===== config.mk =====
export PLATFORM = sky130hd
export DESIGN_NAME = int32_to_fp32_seq
export DESIGN_NICKNAME = d
export VERILOG_FILES = /design/src/rtl/int32_to_fp32_seq.sv
export SDC_FILE = /design/constraint.sdc
export NUM_CORES = 1
export LEC_CHECK = 0
export BUFFER_PORTS_ARGS = -buffer_cell sky130_fd_sc_hd__buf_2
export CAP_MARGIN = 20
export CELL_PAD_IN_SITES_DETAIL_PLACEMENT = 1
export CELL_PAD_IN_SITES_GLOBAL_PLACEMENT = 2
export CORE_MARGIN = 1
export CORE_UTILIZATION = 32
export CTS_BUF_LIST = sky130_fd_sc_hd__clkbuf_16
export CTS_CLUSTER_SIZE = 40
export DETAILED_ROUTE_END_ITERATION = 6
export PLACE_DENSITY_LB_ADDON = 0.12
export SYNTH_ARGS = -nofsm -noshare
export SYNTH_HDL_FRONTEND = slang
export SYNTH_SLANG_ARGS = --single-unit

===== constraint.sdc =====
create_clock -name clk -period 2.2 [get_ports clk]
set_clock_uncertainty 0.05 [all_clocks]
set_input_delay 0.11 -clock clk [delete_from_list [all_inputs] [get_ports clk]]
set_output_delay 0.11 -clock clk [all_outputs]
set_load 0.005 [all_outputs]

===== src/rtl/int32_to_fp32_seq.sv =====
// Sequential 32-bit integer to IEEE-754 single-precision converter.
// One operand in flight: capture sign/magnitude, shift left one bit per
// cycle until the leading one reaches bit 31, then pack the truncated result.
module int32_to_fp32_seq #(
    parameter bit SIGNED_IN = 1'b1
) (
    input  logic        clk,
    input  logic        rst_n,
    input  logic        in_valid,
    output logic        in_ready,
    input  logic [31:0] in_data,
    output logic        out_valid,
    input  logic        out_ready,
    output logic [31:0] out_data
);

    localparam logic [1:0] IDLE = 2'd0;
    localparam logic [1:0] NORM = 2'd1;
    localparam logic [1:0] DONE = 2'd2;

    // 127 bias + 31: exponent of a value whose leading one sits at bit 31.
    localparam logic [7:0] EXP_START = 8'd158;

    logic [1:0]  state_reg, state_next;
    logic [31:0] mag_reg, mag_next;
    logic [7:0]  exp_reg, exp_next;
    logic        sign_reg, sign_next;
    logic [31:0] out_data_reg, out_data_next;

    logic        in_sign;
    logic [31:0] in_mag;

    // Sign only exists for two's-complement operands.
    if (SIGNED_IN) begin : g_signed
        assign in_sign = in_data[31];
    end else begin : g_unsigned
        assign in_sign = 1'b0;
    end

    // Magnitude; 0x80000000 negates to itself, which is the correct magnitude.
    assign in_mag = in_sign ? (~in_data + 32'd1) : in_data;

    // Handshake flags come straight from the state register.
    assign in_ready  = (state_reg == IDLE);
    assign out_valid = (state_reg == DONE);
    assign out_data  = out_data_reg;

    // Next-state and datapath update for the IDLE/NORM/DONE sequence.
    always_comb begin
        state_next    = state_reg;
        mag_next      = mag_reg;
        exp_next      = exp_reg;
        sign_next     = sign_reg;
        out_data_next = out_data_reg;
        case (state_reg)
            IDLE: begin
                if (in_valid) begin
                    exp_next = EXP_START;
                    if (in_mag == 32'd0) begin
                        // Zero has no leading one: emit +0 immediately.
                        sign_next     = 1'b0;
                        mag_next      = 32'd0;
                        out_data_next = 32'h0000_0000;
                        state_next    = DONE;
                    end else begin
                        sign_next  = in_sign;
                        mag_next   = in_mag;
                        state_next = NORM;
                    end
                end
            end
            NORM: begin
                if (mag_reg[31]) begin
                    // Hidden bit dropped, low 8 bits truncated (round toward zero).
                    out_data_next = {sign_reg, exp_reg, mag_reg[30:8]};
                    state_next    = DONE;
                end else begin
                    mag_next = {mag_reg[30:0], 1'b0};
                    exp_next = exp_reg - 8'd1;
                end
            end
            DONE: begin
                if (out_ready) begin
                    state_next = IDLE;
                end
            end
            default: begin
                state_next = IDLE;
            end
        endcase
    end

    // State and datapath registers; reset aborts any operation in flight.
    always_ff @(posedge clk or negedge rst_n) begin
        if (!rst_n) begin
            state_reg    <= IDLE;
            mag_reg      <= 32'd0;
            exp_reg      <= 8'd0;
            sign_reg     <= 1'b0;
            out_data_reg <= 32'd0;
        end else begin
            state_reg    <= state_next;
            mag_reg      <= mag_next;
            exp_reg      <= exp_next;
            sign_reg     <= sign_next;
            out_data_reg <= out_data_next;
        end
    end

endmodule


# Word-level counts from Yosys, hierarchy flattened
# Index checks and enable logic that the tools add are counted.
# word_totals
reg_bits	75
latch_bits	0
mem_bits_rw	0
romBits	0
inputBits	36
out_inout_bits	34
memories	0
# classes
n_addsub	2
multipliers	0
div	0
n_lt_le_gt_ge	0
eq_ne	7
shift	0
n_mux	18
n_bitwise	1
reduce_logical	8
# ops
op	n
two-way mux 32 bit	7
case mux 32 bit (2 select lines)	2
adder 32 x 1 -> 32 bit (second input constant)	1
zero test 32 bit	1
NOT 32 bit	1
two-way mux 8 bit	2
case mux 8 bit (2 select lines)	1
two-way mux 2 bit	4
subtractor 8 x 1 -> 8 bit (second input constant)	1
!= test 2 bit (second input constant)	3
case mux 2 bit (3 select lines)	1
AND reduction 3 bit	2
!= test 2 x 1 -> 1 bit (second input constant)	2
AND reduction 2 bit	2
AND reduction 4 bit	1
== test 2 x 1 -> 1 bit (second input constant)	1
== test 2 bit (second input constant)	1
zero test 2 bit	1
nonzero test 2 bit	1
two-way mux 1 bit	1

# Longest topological paths before layout
# logic_depth
ltp_word	7
ltp_mapped	11

# Least setup slack after synthesis
# OpenSTA, ideal clock, no wires.
# synth_timing
path_kind	input to register
from	in in_data[0]
to	reg out_data_reg[0], in the netlist out_data[0]
t_arrival_ns	2.512
required_time_ns	2.025
slack_ns	-0.488
stages	11
path_cell_list	inv_1 ha_1 nor3b_2 nand4_4 o41ai_2 xnor2_1 nor4_1 nand4_2 nor4_4 buf_6 o21ai_2
# synth_via
elab_chain_len	6
# synth_rtl
element	line	text
from (decl)	11	input logic [31:0] in_data,
NOT 32 bit	41	assign in_mag = in_sign ? (~in_data + 32'd1) : in_data;
adder 32 x 1 -> 32 bit	41	
two-way mux 32 bit *	41	
zero test 32 bit *	59	if (in_mag == 32'd0) begin
!= test 2 x 1 -> 1 bit (no source line) *	-	
AND reduction 4 bit (no source line) *	-	
to (signal assigned)	106	out_data_reg <= out_data_next;
to (decl)	28	logic [31:0] out_data_reg, out_data_next;
# Mark *: on every way between the ends. The rest lies on a longest branch, timed or not.
# A chain may end at the register's enable or synchronous reset.

# Worst setup path after layout
# layout_timing
from	in in_data[5]
to	reg out_data_reg[8], in the netlist out_data[8]
# The elaborated chain is that of the path after synthesis.

==> results.py <==
metrics = {
    "clocking": {
        "cts_root_buf": "clkbuf_16",
        "clk_pin_slew_ns": 0.06,
        "numCtsBuffers": 9,
        "clockBufferDepth": 2,
        "htree_levels": 3,
        "clk_latency_ns": 0.33,
        "cts.sinks": 75,
        "cts_tree": "built",
    },
    "pwr": {
        "power_switching_share_pct": 38.63,
        "power_density_nw_per_um2": 1091,
        "clkPwrFrac_pct": 20.7,
        "seq_power_share_pct": 37.7,
        "p_leak_nw": 2.765,
        "internal_power_w": 0.004220,
        "peakVddDrop_uv": 401.1,
        "p_sw_w": 0.002656,
        "combinationalPowerShare_pct": 41.6,
    },
    "drt": {
        "dr_total_vias": 4335,
        "routedWlPerCell_um": 17.94,
        "first_iter_violations": 224,
        "drt_pre_antenna_iters": 5,
        "avgViaCountPerCell": 5.319,
        "ant_nets": 0,
        "routed_wirelength_mm": 14.63,
        "drc": 0,
    },
    "final_layout": {
        "nFillCells": 1596,
        "final_area_um2": 6304,
        "drive_gt1_share_pct": 42.25,
        "diodes": 0,
        "layout_commonest_cell": "buf_4",
        "final_cells": 815,
        "regArea_um2": 1877,
        "multiInputGateArea_um2": 2600,
        "nNetsFinal": 673,
        "final_cell_mix": "buf_4 (98), nand2_1 (81), dfrtp_1 (75)",
        "area_growth_pct": 40.49,
    },
    "synthesis": {
        "ys_ff_latch": 75,
        "async_flop_share_pct": 100.0,
        "synth_cell_types": 58,
        "synthCells": 483,
        "ys_warn_count": 0,
        "synth_area_leaders": "dfrtp_1 (42%), a22oi_1 (9.5%), nand2_1 (6.8%)",
        "ys_seq_area_share_pct": 41.83,
        "synth_edf_count": 0,
        "syn_nets": 521,
        "synth_top_area_share_pct": 41.83,
        "synth.avg_cell_area_um2": 9.289,
        "synth_top_flop_cell": "dfrtp_1",
        "yosysTopAreaCell": "dfrtp_1",
        "synth_area_um2": 4487,
    },
    "worst_hold_path": {
        "holdCritStartpoint": "out_ready",
        "hold_path_class": "primary input to register",
    },
    "critical_path": {
        "r2r_start": "state_reg[0]",
        "critPathLaunch": "in_data[5]",
        "worst-setup-path-type": "primary input to register",
        "cp.required_ns": 2.37,
        "r2r_slack_ns": 0.22,
        "cp_max_fo": 8,
        "cp-start-kind": "primary input",
        "endpoint_kind": "register",
        "cp.arrival_ns": 2.70,
        "reg2reg_to": "exp_reg[5]",
        "ff2ff_path_depth": 6,
        "crit_end": "out_data[8]",
    },
    "sta": {
        "maxSlewViolCount": 0,
        "maxSlewHeadroom_pct": 34.80,
        "rsz0062_at_grt": "yes",
        "clock.fmax_mhz": 395.2,
        "period_share_pct": 115.0,
        "setup_viol": 35,
        "hold_viol_final": 0,
        "finalWorstSetupSlack_ns": -0.3301,
        "finalSetupTns_ns": -9.770,
        "worst_pin_slew_ns": 0.9780,
        "fin_crit_ns": 2.530,
        "holdWs_ns": 0.06118,
    },
    "global_routing": {
        "grt_max_degree": 76,
        "grt_pass1_vias": 4390,
        "grt.overflow.total": 0,
        "antenna_found_initial": 0,
        "grt_util_all_layers_pct": 21.01,
        "grt_pass1_wl_mm": 23.71,
    },
    "placement": {
        "port_buffers": 69,
        "globalplace.congestion": 0.8231,
        "hpwl_mm": 10.36,
        "dpl_cell_area_um2": 5640,
        "place_ws_ns": -0.9360,
        "placed_cells": 784,
    },
    "die": {
        "die_w_um": 120.4,
        "die_area_um2": 14500,
        "rows": 42,
        "die_h_um": 120.4,
        "ios": 70,
        "core_um2": 13450,
        "initial_core_util_pct": 33.35,
    },
    "run_status": {
        "failed_checks": "setup timing",
        "outcome": "finished with violations",
    },
    "run": {
        "cap_violations": 0,
    },
}
## routing by layer
layer / global-route usage (%) / share of wire (%) / up-vias / routed length, um
met5: 0 / 0 / - / 0
met3: 2.736 / 3.2 / 16 / 472
met2: 34.88 / 48 / 87 / 7042
met4: 6.404 / 1.7 / 0 / 246
li1: - / - / 2069 / -
met1: 28.41 / 47 / 2163 / 6864
## power groups by stage
stage	clock [W]	sequential, W	combinational, W
6_report	0.00143	0.00259	0.00286
5_1_grt	0.00151	0.00268	0.00321
4_1_cts	0.00147	0.00259	0.00281
3_5_place_dp	0	0.00261	0.00275
3_3_place_gp	0	0.00257	0.00265
2_1_floorplan	0	0.00247	0.00172
## Yosys cell counts (3+ instances only)
cell type	instances
nand2_1	81
dfrtp_1	75
a22oi_1	57
o21ai_0	33
o21ai_2	30
clkbuf_1	27
nor2_1	18
xnor2_1	17
xor2_1	16
nand3_1	15
inv_1	11
nor4_1	10
nor3_1	7
o31ai_1	6
buf_6	5
a31oi_1	4
nand2b_1	4
nand4_1	4
or3_1	4
nor2b_1	3
nor3_2	3
nor4_4	3
or2_2	3
or4_1	3
## cell type report
type | count | area share [%]
Timing Repair Buffer | 176 | 20.35
Inverter | 11 | 0.6550
Tap cell | 176 | 3.493
Sequential cell | 75 | 29.77
Multi-Input combinational cell | 362 | 41.25
Clock inverter | 6 | 0.9131
Clock buffer | 9 | 3.573
## logic make-up (layout without fill, tap and decap cells)
| family | count (synthesis) | after routing | synth area share [%] |
|---|---|---|---|
| AND/OR/NAND/NOR | 172 | 172 | 20.38 |
| AO/OA/AOI/OAI | 152 | 152 | 25.35 |
| flip-flops | 75 | 75 | 41.83 |
| buffers and inverters | 46 | 202 | 4.713 |
| XOR/XNOR | 33 | 33 | 6.442 |
| multiplexers | 3 | 3 | 0.7250 |
| adder cells (fa/ha/maj) | 2 | 2 | 0.5576 |
## worst min path at each step
stage,slack (ns),cells after the start,end
4_1_cts,0.04,3,state_reg[1]
5_1_grt,0.08,3,state_reg[1]
2_1_floorplan,-0.24,0,exp_reg[0]
3_5_place_dp,0.29,1,out_data[22]
6_report,0.06,3,state_reg[1]
3_3_place_gp,0.28,1,out_data[22]
## worst max-delay path: stages
cell and delay (ns):
buf_8 0.10, or3_4 0.39, or4_4 0.51, o41ai_4 0.29, xnor2_2 0.13, nor3_2 0.29
nand4_4 0.15, nor4_4 0.30, buf_6 0.18, clkbuf_16 0.18, o21ai_2 0.06
## what timing repair did
item	4_1_cts	5_1_grt
hold buffers	1	0
cloned	2	1
pin swaps	11	43
gates resized for setup	24	20
setup buffers	11	2
hold endpoints to repair	75	0
setup endpoints to repair	35	35
## stage by stage
step,utilization (%),power (W)
after global placement,41.93,0.005217
final,46.86,0.006877
after global routing,46.86,0.007403
after floorplan,-,0.004183
after detailed placement,41.93,0.005362
after CTS,45.78,0.006864
Note: power is estimated with default switching activity, not from simulation.
